--- src/rtl/clip_timer.sv ---
// ---------------------------------------------------------------------------
// clip_timer
//
// This is the timing and address stage that sits after the record/play
// controller. While enableTimer is held, it emits a sampleStrobe once every
// CYCLES_PER_SAMPLE clocks. Each strobe carries the running sample-memory
// address for the selected clip. On the last sample of the clip it also
// raises the one-cycle secondMarker pulse, which sends the controller back
// to standby.
//
// Optional feature (macro CLIP_TIMER_ELAPSED_EN):
//   secondTick      one-cycle pulse on every SAMPLES_PER_SEC-th strobe of a run
//   secondsElapsed  count of secondTick pulses, saturating at 15
//
// Ports:
//   clock         in   system clock, rising edge
//   reset         in   asynchronous active-low reset
//   enableTimer   in   level run request from the controller
//   clipNum       in   clip select (0/1), latched when a run starts
//   sampleStrobe  out  one-cycle pulse: transfer one sample at sampleAddr
//   sampleAddr    out  sample memory address, valid while sampleStrobe=1
//   secondMarker  out  one-cycle pulse: clip length elapsed
//   busy          out  high while in RUN
//   stateDbg      out  current FSM state (0 IDLE, 1 RUN, 2 DONE)
//
// Handshake: enableTimer is a level request with no acknowledge.
// sampleStrobe is a one-cycle qualifier for sampleAddr with no backpressure;
// the consumer must take the sample in the cycle it is strobed. Both pulses
// are gated by enableTimer in the same cycle, so dropping the enable
// suppresses any strobe or marker that would have fired in that cycle.
// ---------------------------------------------------------------------------
module clip_timer #(
  parameter int CYCLES_PER_SAMPLE = 6250,
  parameter int SAMPLES_PER_SEC   = 8000,
  parameter int CLIP_SECONDS      = 4,
  parameter int ADDR_W            = 16
) (
  input  logic              clock,
  input  logic              reset,
  input  logic              enableTimer,
  input  logic              clipNum,
  output logic              sampleStrobe,
  output logic [ADDR_W-1:0] sampleAddr,
  output logic              secondMarker,
  output logic              busy,
`ifdef CLIP_TIMER_ELAPSED_EN
  output logic              secondTick,
  output logic [3:0]        secondsElapsed,
`endif
  output logic [1:0]        stateDbg
);

  localparam int CLIP_LEN = SAMPLES_PER_SEC * CLIP_SECONDS;
  localparam int PRE_W    = (CYCLES_PER_SAMPLE > 1) ? $clog2(CYCLES_PER_SAMPLE) : 1;

  localparam logic [PRE_W-1:0]  PRE_LAST  = PRE_W'(CYCLES_PER_SAMPLE - 1);
  localparam logic [ADDR_W-1:0] OFF_LAST  = ADDR_W'(CLIP_LEN - 1);
  localparam logic [ADDR_W-1:0] CLIP_BASE = ADDR_W'(CLIP_LEN);

  localparam logic [1:0] S_IDLE = 2'd0;
  localparam logic [1:0] S_RUN  = 2'd1;
  localparam logic [1:0] S_DONE = 2'd2;

  logic [1:0]        state;
  logic [1:0]        nextState;
  logic [PRE_W-1:0]  prescaler;
  logic [PRE_W-1:0]  preNext;
  logic [ADDR_W-1:0] offset;
  logic [ADDR_W-1:0] offNext;
  logic              latchedClip;
  logic              clipNext;
  logic              strobeNow;
  logic              lastSample;
  logic              loadAddr;
  logic [ADDR_W-1:0] addrNext;

  // A strobe fires on the last prescaler count. It is gated by the live
  // enable, so an abort in the same cycle wins over the strobe.
  assign strobeNow    = (state == S_RUN) && enableTimer && (prescaler == PRE_LAST);
  assign lastSample   = (offset == OFF_LAST);
  assign sampleStrobe = strobeNow;
  assign secondMarker = strobeNow && lastSample;
  assign busy         = (state == S_RUN);
  assign stateDbg     = state;

  always_comb begin
    nextState = state;
    preNext   = prescaler;
    offNext   = offset;
    clipNext  = latchedClip;
    case (state)
      S_IDLE: begin
        if (enableTimer) begin
          nextState = S_RUN;
          preNext   = '0;
          offNext   = '0;
          clipNext  = clipNum;
        end
      end
      S_RUN: begin
        if (!enableTimer) begin
          nextState = S_IDLE;
        end else begin
          preNext = (prescaler == PRE_LAST) ? '0 : prescaler + 1'b1;
          if (strobeNow) begin
            if (lastSample) begin
              nextState = S_DONE;
            end else begin
              offNext = offset + 1'b1;
            end
          end
        end
      end
      S_DONE: begin
        if (!enableTimer) begin
          nextState = S_IDLE;
        end
      end
      default: nextState = S_IDLE;
    endcase
  end

  // sampleAddr is registered one cycle ahead of the strobe: it is loaded on
  // the edge where the prescaler reaches its last count. This puts the
  // address in a flop in the strobe cycle and leaves it untouched in IDLE
  // and DONE. The sum stays below 2*CLIP_LEN, so it never wraps.
  assign loadAddr = (nextState == S_RUN) && (preNext == PRE_LAST);
  assign addrNext = (clipNext ? CLIP_BASE : '0) + offNext;

  always_ff @(posedge clock or negedge reset) begin
    if (!reset) begin
      state       <= S_IDLE;
      prescaler   <= '0;
      offset      <= '0;
      latchedClip <= 1'b0;
      sampleAddr  <= '0;
    end else begin
      state       <= nextState;
      prescaler   <= preNext;
      offset      <= offNext;
      latchedClip <= clipNext;
      if (loadAddr) begin
        sampleAddr <= addrNext;
      end
    end
  end

`ifdef CLIP_TIMER_ELAPSED_EN
  localparam int SEC_W = (SAMPLES_PER_SEC > 1) ? $clog2(SAMPLES_PER_SEC) : 1;
  localparam logic [SEC_W-1:0] SEC_LAST = SEC_W'(SAMPLES_PER_SEC - 1);

  logic [SEC_W-1:0] secCount;
  logic             tickNow;

  // secCount counts strobes within the current second of the run.
  assign tickNow    = strobeNow && (secCount == SEC_LAST);
  assign secondTick = tickNow;

  always_ff @(posedge clock or negedge reset) begin
    if (!reset) begin
      secCount       <= '0;
      secondsElapsed <= 4'd0;
    end else if ((state == S_IDLE) && enableTimer) begin
      secCount       <= '0;
      secondsElapsed <= 4'd0;
    end else if (strobeNow) begin
      secCount <= tickNow ? '0 : secCount + 1'b1;
      if (tickNow && (secondsElapsed != 4'hF)) begin
        secondsElapsed <= secondsElapsed + 4'd1;
      end
    end
  end
`endif

endmodule

--- config.mk ---
export PLATFORM = sky130hd
export DESIGN_NAME = clip_timer
export DESIGN_NICKNAME = d
export VERILOG_FILES = /design/src/rtl/clip_timer.sv
export SDC_FILE = /design/constraint.sdc
export NUM_CORES = 1
export LEC_CHECK = 0
export CORE_ASPECT_RATIO = 1.75
export CORE_UTILIZATION = 41
export DETAILED_ROUTE_END_ITERATION = 10
export HOLD_SLACK_MARGIN = 0.02
export SLEW_MARGIN = 0
export SYNTH_ARGS = -nofsm -noshare
export SYNTH_HDL_FRONTEND = slang
export SYNTH_SLANG_ARGS = --single-unit
--- constraint.sdc ---
create_clock -name clock -period 3.85 [get_ports clock]
set_input_delay 0.77 -clock clock [delete_from_list [all_inputs] [get_ports clock]]
set_output_delay 0.77 -clock clock [all_outputs]
set_load 0.01 [all_outputs]
Yosys cells after proc, flatten, opt, wreduce, memory -nomap -nowiden:

Index checks and enable logic that the tools add are counted.
W data, S select, Z words.

* $add $sub $neg: 3
* eq/ne operators: 6
* muxes and demuxes: 18
* reductions and logical operators: 5

Operators by type and width (count)
* $mux W16: 4
* $mux W13: 3
* $pmux W16 S2: 1
* $eq A13 B13 Y1 const B: 2
* $pmux W13 S2: 1
* $add A15 B16 Y16: 1
* $add A16 B1 Y16 const B: 1
* $eq A16 B15 Y1 const B: 1
* $mux W15: 1
* $add A13 B1 Y13 const B: 1
* $mux W2: 5
* $pmux W2 S3: 1
* $eq A2 B1 Y1 const B: 2
* $logic_and A1 B1 Y1: 4
* $eq A2 B2 Y1 const B: 1
* $logic_not A2 Y1: 1
* $mux W1: 2

* bits in registers: 48
* input bits: 4

Depth between registers and ports, before layout:

Gate-level depths: netlist of the first run.

* depth after elaboration: 8
* mapped depth: 15
* depth with buffers taken out: 15

Least setup slack after synthesis of the first run:

OpenSTA, ideal clock, no wires.

* path type: register -> register
* start: register prescaler[8]
* end: register sampleAddr[15]
* arrival time: 3504 ps
* path slack: 266 ps
* stages on the path, launching flop included: 15
* buffers on the path: 1
* clock period less this slack: 3584 ps
* cells stage by stage: dfrtp_1 > or4b_1 > buf_2 > nor4_1 > and3_1 > nand4_1 > nand3_1 > o21ai_0 > ha_1 > nand2_1 > or4_1 > a31oi_1 > mux2i_1 > and3b_1 > mux2i_1

* elaborated cells between the ends (all ways): 17
* classes of those cells: add/sub: 2; eq/ne: 3; mux: 10; reduce/logical: 2

RTL lines
* from (decl): line 66 `logic [PRE_W-1:0] prescaler;`
* from (signal assigned): line 139 `prescaler <= preNext;`
* $eq A13 B13 Y1: line 79 `assign strobeNow = (state == S_RUN) && enableTimer && (prescaler == PRE_LAST);`
* $logic_and A1 B1 Y1: line 79
* $mux W16: line 105 `if (strobeNow) begin`
* $mux W16: line 101 `if (!enableTimer) begin`
* $pmux W16 S2: line 91 `case (state)`
* via offNext[10]: line 69 `logic [ADDR_W-1:0] offNext;`
* $add A15 B16 Y16: line 128 `assign addrNext = (clipNext ? CLIP_BASE : '0) + offNext;`
* to (signal assigned): line 143 `sampleAddr <= addrNext;`
* to (decl): line 43 `output logic [ADDR_W-1:0] sampleAddr,`

The timed path passes the listed nets, and every way through them passes these cells.
A chain may end at the register's enable or synchronous reset.

Final worst setup path of the first run:

* start: register prescaler[9]
* end: register sampleAddr[4]

* elaborated cells between the ends (all ways): 17
* classes of those cells: add/sub: 2; eq/ne: 3; mux: 10; reduce/logical: 2

RTL lines
* $eq A13 B13 Y1: line 104 `preNext = (prescaler == PRE_LAST) ? '0 : prescaler + 1'b1;`
* $mux W13: line 104
* $mux W13: line 101
* $pmux W13 S2: line 91
* via preNext[4]: line 67 `logic [PRE_W-1:0] preNext;`
* $eq A13 B13 Y1: line 127 `assign loadAddr = (nextState == S_RUN) && (preNext == PRE_LAST);`
* $logic_and A1 B1 Y1: line 127

The timed path passes the listed nets, and every way through them passes these cells.

==> results of run 1 <==
[report_power, final]
group,internal [mW],leakage [nW],switching [mW]
clock network,0.342,0.0901,0.193
logic,0.0418,0.841,0.0534
registers,0.510,0.659,0.00569
total,0.894,1.59,0.252
[synth_stat cells, types with 2 or more instances]
master / number / area share, %
and3_1: 6 / 1.4
buf_2: 2 / 0.36
o31ai_1: 3 / 0.82
nand4b_1: 2 / 0.64
ha_1: 10 / 4.5
mux2i_1: 9 / 3.3
a21o_1: 4 / 1.1
a31oi_1: 6 / 1.4
nor2b_1: 3 / 0.68
or2_2: 2 / 0.45
mux2_2: 7 / 2.9
a21oi_1: 6 / 1.1
inv_1: 5 / 0.68
o211ai_1: 7 / 1.9
and4_1: 3 / 0.95
xor2_1: 3 / 0.95
clkbuf_1: 6 / 0.82
nand2_1: 30 / 4.1
nor4_1: 4 / 0.91
nor2_1: 15 / 2.0
nand3_1: 10 / 1.8
nand4_1: 11 / 2.5
and2_1: 3 / 0.68
or4_1: 3 / 0.82
and3b_1: 2 / 0.64
xnor2_1: 5 / 1.6
o21ai_0: 16 / 2.9
mux2_4: 9 / 4.9
nor3_1: 7 / 1.3
dfrtp_1: 48 / 44
[layer usage]
metal,part of all wire [%],up-vias
met2,55,44
li1,-,1119
met3,3.1,20
met5,0,-
met1,38,1142
met4,4.0,0
[logic make-up (layout without fill, tap and decap cells)]
family / Yosys count / count (layout)
simple gates: 112 / 112
compound gates: 53 / 53
flops: 48 / 48
mux: 25 / 25
buf+inv: 14 / 70
fa+ha+maj: 10 / 10
xor+xnor: 8 / 8
[worst paths after layout]
kind,to,slack (ns),cells after the start
setup / recovery,sampleAddr[4]$_DFFE_PN0P_,0.21,9
hold reg to reg,sampleAddr[0]$_DFFE_PN0P_,0.51,1
hold / removal,sampleAddr[9]$_DFFE_PN0P_,0.51,1
max in group asynchronous,sampleAddr[7]$_DFFE_PN0P_,2.62,2
setup reg to reg,sampleAddr[4]$_DFFE_PN0P_,0.21,9
min in group clock,sampleAddr[0]$_DFFE_PN0P_,0.51,1
[what timing repair did]
| item | in CTS | in global routing |
|---|---|---|
| buffers inserted | 0 | 1 |
| endpoints found under the setup margin | 0 | 3 |
| gates resized for setup | 0 | 3 |
[cells in the final DEF, fill, tap and decap left out, drive strengths merged, types with 2 or more instances in the layout]
cell and count:
a21o 5, a21oi 6, a31oi 6, and2 3
and3 7, and3b 2, and4 3, buf 34
clkbuf 7, clkdlybuf4s50 23, dfrtp 48, ha 10
inv 5, mux2 16, mux2i 9, nand2 30
nand3 10, nand4 11, nand4b 2, nor2 15
nor2b 3, nor3 7, nor4 5, o211ai 7
o21ai 16, o31ai 4, or2 2, or4 4
or4b 2, xnor2 5, xor2 3
[critical path, stage by stage, from the launching register on]
cell	delay [ns]
dfrtp_1	0.43
or4b_1	0.60
buf_4	0.19
o31ai_4	0.51
o21ai_0	0.20
a21o_1	0.23
or4b_4	0.50
nor4_4	0.32
buf_12	0.20
mux2_2	0.34
[state kept, by name (all words and copies together) (netlist names)]
| signal | count |
|---|---|
| latchedClip | 1 |
| offset | 16 |
| prescaler | 13 |
| sampleAddr | 16 |
| stateDbg | 2 |
[final cells by class]
type	count	share of cell area (%)
well taps	82	2.93
repair buffers	57	14.1
clock buffers	7	4.36
multi-input cells	208	42.9
clock inverters	1	0.857
flip-flops and latches	48	34.3
inverters	5	0.536
==> out/metrics.cfg, run 1 <==
[clock_network]
clk_path_buf_depth=2
cts_inserted_buffers=5
cts_sinks=48
clkSlewWorstSetupHoldPaths_ns=0.06
cts_root_buffer=clkbuf_16
cts.htree.levels=2
cts_tree=done
worstSkewPairLatency_ns=0.30
cts_hold_buf=0

[logic_synthesis]
synth-simple-area-share_pct=22.7
ys_types=53
synth_xor_area_share_pct=2.54
yosysSeqAreaShare_pct=43.6
synth-edff-count=0
synthMuxAreaShare_pct=11.0
ys_async_sr_fraction_pct=100
synth_compound_area_share_pct=13.3
synth_top_family_by_area=simple AND/OR/NAND/NOR gates
synth-seq-cells=48
syn_area_um2=2760
avgSynthCellArea_um2=10.2
synthAdderAreaFrac_pct=4.54
ys.flop_type=dfrtp_1
synth_nets=284
syn_inst=270
synth_warnings=0

[floorplanning]
rows=39
io_pins=25
die_area_um2=7070
die_w_um=64.0
coreArea_um2=6490
start_util_pct=42.5
die_height_um=110

[grt]
antenna_found_initial=0
overflow=0
grt_first_pass_wirelength_mm=11.5
grt_max_degree=30
grt_pass1_vias=2338
use_met2_pct=38.2
grt_util_met3_pct=3.62
use_met1_pct=22.8
grt_usage_pct=21.3
grt_busiest_layer=met2

[route]
ant_nets=0
firstDrtPassIters=4
vias=2325
drtIter0Drc=170
wl_per_cell_um=16.4
drc=0
drt-total-wl_mm=6.71
via_per_inst=5.70

[pwr]
power.leakage_nw=1.59
powerDensity_nw_per_um2=327
fin_total_pwr_mw=1.15
irDropWorstVdd_v=0.000253

[sta]
fin_setup_tns_ns=0
tightest_slew_ns=0.680
grt_setup_unrepaired=yes
finalCriticalPeriod_ns=3.64
hold_ws_ns=0.509
finalHoldViolCount=0
min_period_over_period_pct=94.5
fin_ws_ns=0.212
drv_slew=0
setup_viol=0
relSlewSlack_pct=54.6
max_freq_ghz=0.275
clock-skew-final_ns=0.00497

[critical_path]
cp-start-kind=flip-flop
reg2reg_from=prescaler[9]$_DFF_PN0_
timing.critical_path.to_type=flip-flop
arrival_ns=3.82
crit_type=reg -> reg
critPathLaunch=prescaler[9]$_DFF_PN0_
cp_max_fo=15
required_ns=4.03

[final_layout]
final_core_util_pct=54.0
fin_area_um2=3500
drive_gt1_share_pct=21.5
antenna_cells=0
fin_nets=339
fill_cells=596
multi_input_area_um2=1500
area_growth_pct=27.0
fin_cells=408
regArea_um2=1200

[min_path]
hold_path_class=in -> async

[placement]
post-place-cells=399
pre_cts_slack_ns=-0.187
place.gp.congestion=0.897
port_buffers=24
hpwlAfterDp_mm=5.09
place_area_um2=3300

[job]
maxCapViolations=0

[run_status]
status=complete, no violations

(Power assumes the default switching activity.)
==> run 2, diff against run 1 <==
- ABC_AREA: unset -> 1
==> out/metrics.cfg, run 2 <==
[run_status]
status=complete, no violations  ; unchanged

[final_layout]
fin_nets=433  ; was 339
final_common_cell=nand2_1  ; was dfrtp_1
largestRegisters=offset x16, sampleAddr x16, prescaler x13  ; unchanged
final_cell_mix=111 x nand2_1, 55 x inv_1, 48 x dfrtp_1  ; was 48 x dfrtp_1, 32 x buf_4, 30 x nand2_1
fill_cells=704  ; was 596
regArea_um2=1200  ; unchanged
multi_input_area_um2=1470  ; was 1500 um2
drive_gt1_share_pct=14.0  ; was 21.5%
area_growth_pct=17.0  ; was 27.0%
antenna_cells=0  ; unchanged

[floorplanning]
die_w_um=65.9  ; was 64.0 um
io_pins=25  ; unchanged
coreArea_um2=6910  ; was 6490 um2
start_util_pct=42.5  ; about the same
rows=40  ; was 39
die_height_um=114  ; was 110 um
die_area_um2=7510  ; was 7070 um2

[grt]
grt_usage_pct=20.8  ; was 21.3%
grt_pass1_vias=2498  ; was 2,338
grt_max_degree=29  ; was 30
grt_first_pass_wirelength_mm=11.4  ; was 11.5 mm
overflow=0  ; unchanged
antenna_found_initial=0  ; unchanged

[logic_synthesis]
synth_top_cell_area_share_pct=41.0  ; was 43.6%
synth_largest_area_cell=dfrtp_1  ; unchanged
synth-seq-cells=48  ; unchanged
ys_async_sr_fraction_pct=100  ; unchanged
ys_types=30  ; was 53
syn_area_um2=2930  ; was 2760 um2
synth_nets=400  ; was 284
synth_top_cells_by_area=dfrtp_1 41%, nand2_1 14%, inv_1 7.0%  ; was dfrtp_1 44%, mux2_4 4.9%, ha_1 4.5%
synth-edff-count=0  ; unchanged
synth_commonest_cells=111 x nand2_1, 55 x inv_1, 48 x dfrtp_1  ; was 48 x dfrtp_1, 30 x nand2_1, 16 x o21ai_0
yosysMostFrequentCell=nand2_1  ; was dfrtp_1
ys.flop_type=dfrtp_1  ; unchanged
yosysSeqAreaShare_pct=41.0  ; was 43.6%
synth_warnings=0  ; unchanged
avgSynthCellArea_um2=7.60  ; was 10.2 um2
syn_inst=386  ; was 270

[sta]
relSlewSlack_pct=68.0  ; was 54.6%
finalHoldViolCount=0  ; unchanged
setup_viol=0  ; unchanged
min_period_over_period_pct=90.7  ; was 94.5%
clock-skew-final_ns=0.00634  ; was 0.00497 ns
finalCriticalPeriod_ns=3.49  ; was 3.64 ns
tightest_slew_ns=0.480  ; was 0.680 ns
grt_setup_unrepaired=no  ; was yes
drv_slew=0  ; unchanged
fin_setup_tns_ns=0  ; unchanged
max_freq_ghz=0.286  ; was 0.275 GHz

[clock_network]
worstSkewPairLatency_ns=0.29  ; was 0.30 ns
cts_resized=0  ; unchanged
postCtsSetupRepairBufs=0  ; unchanged
cts_hold_buf=0  ; unchanged
cts_inserted_buffers=5  ; unchanged
clkSlewWorstSetupHoldPaths_ns=0.06  ; about the same
cts_root_buffer=clkbuf_16  ; unchanged
cts_tree=done  ; unchanged
clk_path_buf_depth=2  ; unchanged
cts_sinks=48  ; unchanged
cts.htree.levels=2  ; unchanged

[route]
ant_nets=0  ; unchanged
firstDrtPassIters=4  ; unchanged
vias=2536  ; was 2,325
via_per_inst=5.03  ; was 5.70
drc=0  ; unchanged
drt-total-wl_mm=6.96  ; was 6.71 mm
drtIter0Drc=138  ; was 170
wl_per_cell_um=13.8  ; was 16.4 um

[critical_path]
required_ns=3.08  ; was 4.03 ns
critPathLaunch=enableTimer  ; was prescaler[9]$_DFF_PN0_
crit_type=in -> out  ; was reg -> reg
cp_max_fo=5  ; was 15
timing.critical_path.to_type=output pin  ; was flip-flop
reg2reg_from=offset[0]$_DFF_PN0_  ; was prescaler[9]$_DFF_PN0_
r2r_cells=17  ; was 9
arrival_ns=2.72  ; was 3.82 ns
cp-start-kind=primary input  ; was flip-flop

[placement]
hpwlAfterDp_mm=5.48  ; was 5.09 mm
place.gp.congestion=0.865  ; was 0.897
port_buffers=24  ; unchanged

[pwr]
power.leakage_nw=1.69  ; was 1.59 nW
irDropWorstVdd_v=0.000192  ; was 0.000253 V
powerDensity_nw_per_um2=311  ; was 327 nW/um2
fin_total_pwr_mw=1.07  ; was 1.15 mW

[min_path]
hold_path_class=in -> async  ; unchanged

[job]
maxCapViolations=0  ; unchanged

## run 2: cell types whose count changed in the layout (fill, tap and decap cells not counted), sizes merged, moves of 7 or more
cell    before  now
and3         7    0
buf         34    6
inv          5   61
mux2        16    3
mux2i        9    0
nand2       30  121
nand3       10   31
nor2        15   48
o211ai       7    0
o21ai       16   29
## run 2: routing by layer
layer | vias to the layer above | track usage (%) | wire [um]
li1 | 1290 | - | -
met1 | 1177 | 20.1 | 2450
met5 | - | 0 | 0
met3 | 25 | 3.80 | 169
met2 | 44 | 38.0 | 3930
met4 | 0 | 15.0 | 416
## run 2: worst paths after layout
check | endpoint | slack (ns)
worst min-delay path | sampleAddr[13]$_DFFE_PN0P_ | 0.43
max in group asynchronous | offset[5]$_DFF_PN0_ | 2.67
min in group clock | sampleAddr[2]$_DFFE_PN0P_ | 0.48
worst min register to register | sampleAddr[2]$_DFFE_PN0P_ | 0.48
worst max register to register | sampleAddr[15]$_DFFE_PN0P_ | 0.73
worst max-delay path | secondMarker | 0.36
## run 2: cell type report
| class | instances | area share [%] |
|---|---|---|
| inverters | 61 | 6.74 |
| clock buffers | 6 | 4.05 |
| repair buffers | 29 | 7.95 |
| multi-input cells | 274 | 42.9 |
| clock inverters | 2 | 0.292 |
| well taps | 84 | 3.06 |
| flip-flops and latches | 48 | 35.0 |
## run 2: report_power, final
part / switching [mW] / internal (mW) / total (mW) / leakage [nW]
Sequential: 0.0132 / 0.514 / 0.527 / 0.664
Clock: 0.187 / 0.256 / 0.443 / 0.0766
Combinational: 0.0633 / 0.0333 / 0.0966 / 0.948
## run 2: stage by stage
step / std cells / setup slack [ns] / hold slack, ns / instance area [um2] / util (%)
4_1_cts: 504 / 0.336 / 0.448 / 3430 / 49.7
2_1_floorplan: 386 / 0.696 / 0.474 / 2930 / -
3_5_place_dp: 496 / 0.202 / 0.468 / 3280 / 47.5
3_3_place_gp: 496 / 0.241 / 0.465 / 3280 / 47.5
5_1_grt: 504 / 0.155 / 0.459 / 3430 / 49.7
6_report: 504 / 0.357 / 0.429 / 3430 / 49.7
## run 2: cell families after synthesis
| family | Yosys count | share of synthesized area, % |
|---|---|---|
| mux | 3 | 1.15 |
| compound gates | 40 | 8.40 |
| xor+xnor | 8 | 2.39 |
| buf+inv | 64 | 8.83 |
| flops | 48 | 41.0 |
| simple gates | 213 | 34.0 |
| fa+ha+maj | 10 | 4.27 |
## run 2: critical path, cell delays in order
cell	delay, ns
clkdlybuf4s50_1	0.46
inv_1	0.08
nor2_4	0.22
nand4_1	0.31
nor2_1	0.30
clkdlybuf4s50_1	0.58
==> run 3, diff against run 2 <==
- CAP_MARGIN: unset -> 20
==> results of run 3 <==
Same layout as run 2: the final DEF is identical, and so are final timing and power.
